===== src/rtl/uart_rx_parity_unit.sv =====
// rtl/uart_rx_parity_unit.sv - UART RX parity checker with runtime parity mode and saturating error counter
// Tracks one frame between start and the final parity strobe; result is a one-cycle parity_done pulse.
module uart_rx_parity_unit #(
  parameter int DATA_W    = 8,
  parameter int ERR_CNT_W = 8
) (
  input  logic                 clk,
  input  logic                 rst,
  input  logic                 start,
  input  logic                 bit_strobe,
  input  logic                 dataline,
  input  logic [2:0]           parity_mode,
  input  logic                 clr_count,
  output logic                 busy,
  output logic                 parity_done,
  output logic                 parity_err,
  output logic                 parity_exp,
  output logic [ERR_CNT_W-1:0] err_count
);

  localparam int CNT_W = (DATA_W > 1) ? $clog2(DATA_W + 1) : 1;

  typedef enum logic [1:0] {IDLE, DATA, PARITY} state_e;
  typedef enum logic [2:0] {MODE_NONE, MODE_EVEN, MODE_ODD, MODE_MARK, MODE_SPACE} mode_e;

  state_e               state_q, state_d;
  mode_e                mode_q, mode_d;
  logic                 acc_q, acc_d;
  logic [CNT_W-1:0]     cnt_q, cnt_d;
  logic                 done_q, done_d;
  logic                 err_q, err_d;
  logic                 exp_q, exp_d;
  logic [ERR_CNT_W-1:0] errcnt_q, errcnt_d;
  logic                 exp_bit;

  always_comb begin
    case (mode_q)
      MODE_EVEN: exp_bit = acc_q;
      MODE_ODD:  exp_bit = ~acc_q;
      MODE_MARK: exp_bit = 1'b1;
      default:   exp_bit = 1'b0;
    endcase
  end

  always_comb begin
    state_d  = state_q;
    mode_d   = mode_q;
    acc_d    = acc_q;
    cnt_d    = cnt_q;
    done_d   = 1'b0;
    err_d    = err_q;
    exp_d    = exp_q;
    errcnt_d = errcnt_q;

    // start wins over a coincident strobe and restarts any frame in flight
    if (start) begin
      state_d = DATA;
      acc_d   = 1'b0;
      cnt_d   = '0;
      mode_d  = (parity_mode > 3'd4) ? MODE_NONE : mode_e'(parity_mode);
    end else begin
      case (state_q)
        DATA: begin
          if (bit_strobe) begin
            acc_d = acc_q ^ dataline;
            cnt_d = cnt_q + CNT_W'(1);
            if (cnt_q == CNT_W'(DATA_W - 1)) begin
              if (mode_q == MODE_NONE) begin
                state_d = IDLE;
                done_d  = 1'b1;
                err_d   = 1'b0;
                exp_d   = 1'b0;
              end else begin
                state_d = PARITY;
              end
            end
          end
        end
        PARITY: begin
          if (bit_strobe) begin
            state_d = IDLE;
            done_d  = 1'b1;
            exp_d   = exp_bit;
            err_d   = (dataline != exp_bit);
          end
        end
        default: ;
      endcase
    end

    if (clr_count) begin
      errcnt_d = '0;
    end else if (done_d && err_d && !(&errcnt_q)) begin
      errcnt_d = errcnt_q + ERR_CNT_W'(1);
    end
  end

  always_ff @(posedge clk) begin
    if (rst) begin
      state_q  <= IDLE;
      mode_q   <= MODE_NONE;
      acc_q    <= 1'b0;
      cnt_q    <= '0;
      done_q   <= 1'b0;
      err_q    <= 1'b0;
      exp_q    <= 1'b0;
      errcnt_q <= '0;
    end else begin
      state_q  <= state_d;
      mode_q   <= mode_d;
      acc_q    <= acc_d;
      cnt_q    <= cnt_d;
      done_q   <= done_d;
      err_q    <= err_d;
      exp_q    <= exp_d;
      errcnt_q <= errcnt_d;
    end
  end

  assign busy        = (state_q != IDLE);
  assign parity_done = done_q;
  assign parity_err  = err_q;
  assign parity_exp  = exp_q;
  assign err_count   = errcnt_q;

endmodule


===== config.mk =====
export PLATFORM = sky130hd
export DESIGN_NAME = uart_rx_parity_unit
export DESIGN_NICKNAME = d
export VERILOG_FILES = /design/src/rtl/uart_rx_parity_unit.sv
export SDC_FILE = /design/constraint.sdc
export NUM_CORES = 1
export LEC_CHECK = 0
export ABC_CLOCK_PERIOD_IN_PS = 1980
export BUFFER_PORTS_ARGS = -buffer_cell sky130_fd_sc_hd__buf_2
export CORE_ASPECT_RATIO = 1.5
export CORE_MARGIN = 3
export CORE_UTILIZATION = 48
export CTS_CLUSTER_SIZE = 28
export DETAILED_ROUTE_END_ITERATION = 10
export PLACE_DENSITY = 0.84
export SETUP_SLACK_MARGIN = 0.15
export SLEW_MARGIN = 20
export SYNTH_ARGS = -nofsm -noshare
export SYNTH_HDL_FRONTEND = slang
export SYNTH_SLANG_ARGS = --single-unit

===== constraint.sdc =====
create_clock -name clk -period 1.98 [get_ports clk]
set_clock_uncertainty 0.1 [all_clocks]
set_input_delay 0.396 -clock clk [delete_from_list [all_inputs] [get_ports clk]]
set_output_delay 0.396 -clock clk [all_outputs]
set_load 0.02 [all_outputs]

==> flow_summary.ini, run 1 <==
[routing]
first_pass_iters = 4
vias = 1119
routed_wl_mm = 2.82
drt_iter0_drc = 23
wl_per_cell_um = 15.5
drc = 0
vias_per_cell = 6.15
drtAntennaViolNets = 0

[critical_path]
cp_slowest_stage_delay_ns = 0.37
crit_type = flop to flop
cp.required_ns = 2.11
rrSetupSlack_ns = 0.14
path_cells = inv_2, ha_4, nor2b_4, and3_4, o31a_1, a31oi_1, a41o_1
critical_path_arrival_ns = 1.96
cp-start-kind = flop
endpoint_kind = flop
crit_path_top_delay_cell = dfxtp_2
reg2reg_depth = 7
rr_startpoint = state_q[0]
cp_max_fo = 6
r2r-end = err_count[2]

[timing]
post-route-period-util_pct = 92.7
grt_setup_unrepaired = yes
hold_violations = 0
final_max_slew_viol_count = 0
fin_crit_ns = 1.84
max_freq_mhz = 545
tns_ns = 0
maxSlewHeadroom_pct = 69.9
fin_ws_ns = 0.144
setup_violations = 0
worst_pin_slew_ns = 0.450

[hold_path]
min_path_cells = 3
min_from = parity_mode[1]
hold_end = mode_q[1]
hold_path_class = input port to flop

[die]
die_area_um2 = 3000
core_area_um2 = 2130
rows = 20
io_pins = 21
initial_core_util_pct = 53.4
dieHeight_um = 65.6
die_x_um = 45.7

[power]
p_total_w = 0.000731
p_clk_share_pct = 29.6
irDropWorstVdd_uv = 464
seqPwrFrac_pct = 59.2
cellPowerDensity_nw_per_um2 = 515
p_sw_w = 0.000192
combPwrFrac_pct = 11.2
power_leakage_nw = 0.548
power.internal_w = 0.000539
swShare_pct = 26.3

[finish]
layout-area-overhead-vs-synth_pct = 25.0
layout.nets = 175
drive_above_1_share_pct = 38.8
n_antenna_cell = 0
fillCellCount = 171

[logic_synthesis]
synth_area_per_cell_um2 = 8.66
yosysMostFrequentCell = dfxtp_1
syn_nets = 145
synthTopCellsByCount = 21 x dfxtp_1, 16 x nor2_1, 11 x a21oi_1
ys.flop_type = dfxtp_1
syn_area_um2 = 1130
ys_types = 41
ys_ff_latch = 21
synth_area_leaders = dfxtp_1 37%, ha_1 5.5%, nor2_1 5.3%
async_flop_share_pct = 0
yosysTopAreaCell = dfxtp_1
synth-seq-area-share_pct = 37.0
ys.warnings.count = 0
synthCells = 131
synthDominantCellAreaShare_pct = 37.0
synth-edff-count = 0

[placed_design]
io_buffers = 20
gp_congestion = 0.810
hpwl_mm = 1.85
place_ws_ns = 0.0261

[clock_tree]
clk_latency_ns = 0.32
clkTransAtPathRegs_ns = 0.13
cts_hold_buf = 0
cts_buffers = 3
cts_tree = built
clockBufferDepth = 2
htreeDepth = 1
cts_sinks = 21
clock_tree.root_cell = clkbuf_4

[global_route]
grt_pass1_vias = 998
grt_max_degree = 13
antenna_found_initial = 0
grt.total_usage_pct = 18.9
grt_pass1_wl_mm = 4.26
overflow = 0

[job]
maxCapViolCount = 0

[status]
status = finished clean
## kinds of logic (layout without fill, tap and decap cells)
| logic type | Yosys count | after routing | share of synthesized area (%) |
|---|---|---|---|
| AO/OA/AOI/OAI | 31 | 32 | 19.6 |
| flip-flops | 21 | 21 | 37.0 |
| adder cells (fa/ha/maj) | 5 | 5 | 5.51 |
| XOR/XNOR | 4 | 4 | 3.09 |
| AND/OR/NAND/NOR | 58 | 58 | 29.1 |
| buffers and inverters | 9 | 37 | 2.98 |
| multiplexers | 3 | 3 | 2.65 |
## state kept, by name, summed over array words and instances, names as in the netlist
register and flops:
acc_q 1, mode_q 3, state_q 2, parity_exp 1
parity_done 1, parity_err 1, cnt_q 4, err_count 8
## stage by stage
step	hold slack [ns]	utilization (%)	cells	area [um2]
CTS	0.235	63.8	177	1360
finish	0.231	66.7	182	1420
global placement	0.350	59.2	168	1260
floorplan	0.340	-	131	1150
detailed placement	0.358	59.2	168	1260
global route	0.244	66.7	182	1420
## timing repair
action                     in CTS  in global routing
resized for setup               6                  9
setup endpoints to repair       7                  7
pin swaps                       5                  6
buffers inserted                4                  5
cloned                          1                  0
## how the worst max path moves through the flow
| stage | startpoint | end | slack, ns | depth (start not counted) |
|---|---|---|---|---|
| after floorplan | state_q[0] | err_count[5] | 0.16 | 7 |
| after CTS | cnt_q[0] | err_count[6] | 0.13 | 6 |
| after global routing | state_q[0] | parity_exp | 0.02 | 7 |
| after detailed placement | state_q[0] | err_count[5] | 0.03 | 7 |
| final | state_q[0] | err_count[2] | 0.14 | 7 |
| after global placement | state_q[0] | err_count[5] | 0.12 | 7 |
## metal layers
layer | vias up | global-route usage (%) | routed length, um | share of wire [%]
met5 | - | 0 | 0 | 0
met4 | 0 | 9.61 | 39 | 1.4
met3 | 5 | 2.74 | 105 | 3.7
met2 | 31 | 34.1 | 1570 | 56
met1 | 546 | 20.1 | 1110 | 39
li1 | 537 | - | - | -
## critical path: cells and delay by family, from the launching register on
kind / cells / cell delay, ns
compound gates: 3 / 0.62
flops: 1 / 0.37
simple gates: 2 / 0.36
fa+ha+maj: 1 / 0.25
buf+inv: 1 / 0.05
## layout by cell type (no fill, tap or decap), types with 2 or more instances in the layout
master     n
nand3_1    3
dfxtp_2    6
ha_1       2
o21ai_0    2
or3_4      2
a31oi_1    3
dfxtp_1   15
a21oi_1   10
o31ai_1    2
or2_2      3
or3_1      2
nand4_1    4
nor2b_1    4
inv_1      3
a211oi_2   2
xor2_1     3
nor3_2     3
ha_2       2
o21ai_1    3
buf_2     20
clkbuf_4   3
nor2_1    16
buf_4      9
nand2_1    9
o31ai_4    2
and4b_1    2
o211ai_1   2
mux2i_1    2
## final cells by class
| class | instances | area, um2 | share of cell area (%) |
|---|---|---|---|
| clock buffers | 3 | 22.5 | 1.59 |
| clock inverters | 1 | 5.00 | 0.353 |
| inverters | 4 | 15.0 | 1.06 |
| multi-input cells | 102 | 753 | 53.1 |
| flip-flops and latches | 21 | 428 | 30.2 |
| well taps | 22 | 27.5 | 1.94 |
| repair buffers | 29 | 168 | 11.8 |
## power by group through the flow
stage	sequential (W)	combinational [W]	clock (W)
final	0.000432	0.0000821	0.000216
after global routing	0.000433	0.0000883	0.000240
after CTS	0.000431	0.0000706	0.000215
after detailed placement	0.000441	0.0000631	0
after global placement	0.000440	0.0000600	0
after floorplan	0.000440	0.0000417	0
No activity file was read; power rests on OpenSTA's default activity.
==> run 2: changes to the inputs <==
Settings changed: ABC_CLOCK_PERIOD_IN_PS 1980 to 2020, CORE_UTILIZATION 48 to 53, PLACE_DENSITY 0.84 to 0.88.
Clock period 1.98 ns to 2.02 ns, I/O delays scaled along.
==> run 2 against run 1 <==
Routed wire length is 0.39% higher. Non-clock buffer count is 2 higher. Design area is 0.26% higher.
==> flow_summary.ini, run 2 (synthesis results as in run 1) <==
[power]
cellPowerDensity_nw_per_um2 = 499
power.internal_w = 0.000525
p_sw_w = 0.000184
combPwrFrac_pct = 10.5
swShare_pct = 26.0
seqPwrFrac_pct = 59.7
irDropWorstVdd_uv = 434
p_total_w = 0.000710
power_leakage_nw = 0.561
p_clk_share_pct = 29.8

[critical_path]
endpoint_kind = flop
crit_type = flop to flop
cp_max_fo = 6
cp_slowest_stage_delay_ns = 0.42
crit_path_top_delay_cell = or3_4
critical_path.top_delay_family = compound AO/OA/AOI/OAI gates
cp-start-kind = flop
critPathBufInv = 1
path_depth = 6
reg2reg_depth = 6
critical_path_arrival_ns = 2.02
path_cells = or3_4, o211a_4, o31a_1, buf_4, a21oi_2, nor3_2
cp.required_ns = 2.14

[global_route]
grt.total_usage_pct = 22.5
grtUsageMet1_pct = 21.8
grt_max_degree = 13
antenna_found_initial = 0
grt_util_met2_pct = 41.8
grt_util_met3_pct = 2.59
grt_pass1_vias = 1063
busiest_layer = met2
overflow = 0
grt_pass1_wl_mm = 4.71

[finish]
drive_above_1_share_pct = 38.5
fillCellCount = 149
layout-area-overhead-vs-synth_pct = 25.4
seq_area_um2 = 430
largest_reg_flops = 8
final_common_cell = buf_2
n_antenna_cell = 0
layout.nets = 176
layout_common_cells = 20 x buf_2, 16 x nor2_1, 15 x dfxtp_1
multiInputGateArea_um2 = 734

[clock_tree]
cts_tree = built
cts_sinks = 21
clockBufferDepth = 2
htreeDepth = 1
cts_hold_buf = 0
clkTransAtPathRegs_ns = 0.11
cts_buffers = 3
clk_latency_ns = 0.32
clock_tree.root_cell = clkbuf_4

[timing]
hold_ws_ns = 0.230
hold_violations = 0
grt_setup_unrepaired = yes
worst_pin_slew_ns = 0.389
final_max_slew_viol_count = 0
maxSlewHeadroom_pct = 73.8
post-route-period-util_pct = 94.4
fin_crit_ns = 1.91
tns_ns = 0
max_freq_mhz = 524
setup_violations = 0

[routing]
drc = 0
vias_per_cell = 5.99
wl_per_cell_um = 15.6
routed_wl_mm = 2.83
drt_iter0_drc = 25
drtAntennaViolNets = 0
first_pass_iters = 5
vias = 1091

[placed_design]
gp_congestion = 0.827
hpwl_mm = 2.04
io_buffers = 20

[die]
initial_core_util_pct = 58.9
dieHeight_um = 62.7
io_pins = 21
rows = 19
core_area_um2 = 1930
die_area_um2 = 2740
die_x_um = 43.8

[status]
status = finished clean

[job]
maxCapViolCount = 0

[hold_path]
hold_path_class = input port to flop
min_path_cells = 3
run 2: power by group through the flow:
stage,registers [W],clock network [W],logic [W]
4_1_cts,0.000423,0.000216,0.0000662
3_3_place_gp,0.000431,0,0.0000580
2_1_floorplan,0.000431,0,0.0000398
3_5_place_dp,0.000432,0,0.0000621
5_1_grt,0.000425,0.000233,0.0000826
6_report,0.000424,0.000211,0.0000747
run 2: worst min-delay path, cell delays in order:
cell	delay [ns]
buf_2	0.09
a21oi_1	0.05
nor2_1	0.07
run 2: path summary, 6_finish.rpt:
path	from	end	slack, ns
worst max-delay path	mode_q[1]	err_count[7]	0.11
worst min register to register	parity_err	parity_err	0.40
worst min-delay path	parity_mode[1]	mode_q[1]	0.23
worst max register to register	mode_q[1]	err_count[7]	0.11
run 2: final cells by class:
class | instances | share of cell area [%]
Sequential cell | 21 | 30.3
Tap cell | 21 | 1.85
Clock inverter | 1 | 0.352
Timing Repair Buffer | 31 | 13.1
Inverter | 4 | 1.23
Clock buffer | 3 | 1.58
Multi-Input combinational cell | 101 | 51.6
run 2: timing repair:
action | 4_1_cts | 5_1_grt
buffers inserted | 3 | 7
pin swaps | 4 | 3
resized for setup | 5 | 14
endpoints found under the setup margin | 9 | 9
run 2: metal layers:
layer,vias up,routed length [um]
met4,0,65
met1,523,1010
li1,538,-
met3,5,102
met2,25,1660
met5,-,0
run 2: stage by stage:
| step | utilization (%) | instance area [um2] | setup slack [ns] | cells |
|---|---|---|---|---|
| 6_report | 73.9 | 1420 | 0.112 | 182 |
| 2_1_floorplan | - | 1140 | 0.151 | 131 |
| 5_1_grt | 73.9 | 1420 | 0.0533 | 182 |
| 4_1_cts | 68.4 | 1320 | 0.152 | 175 |
| 3_5_place_dp | 65.3 | 1260 | 0.0136 | 168 |
| 3_3_place_gp | 65.3 | 1260 | 0.137 | 168 |
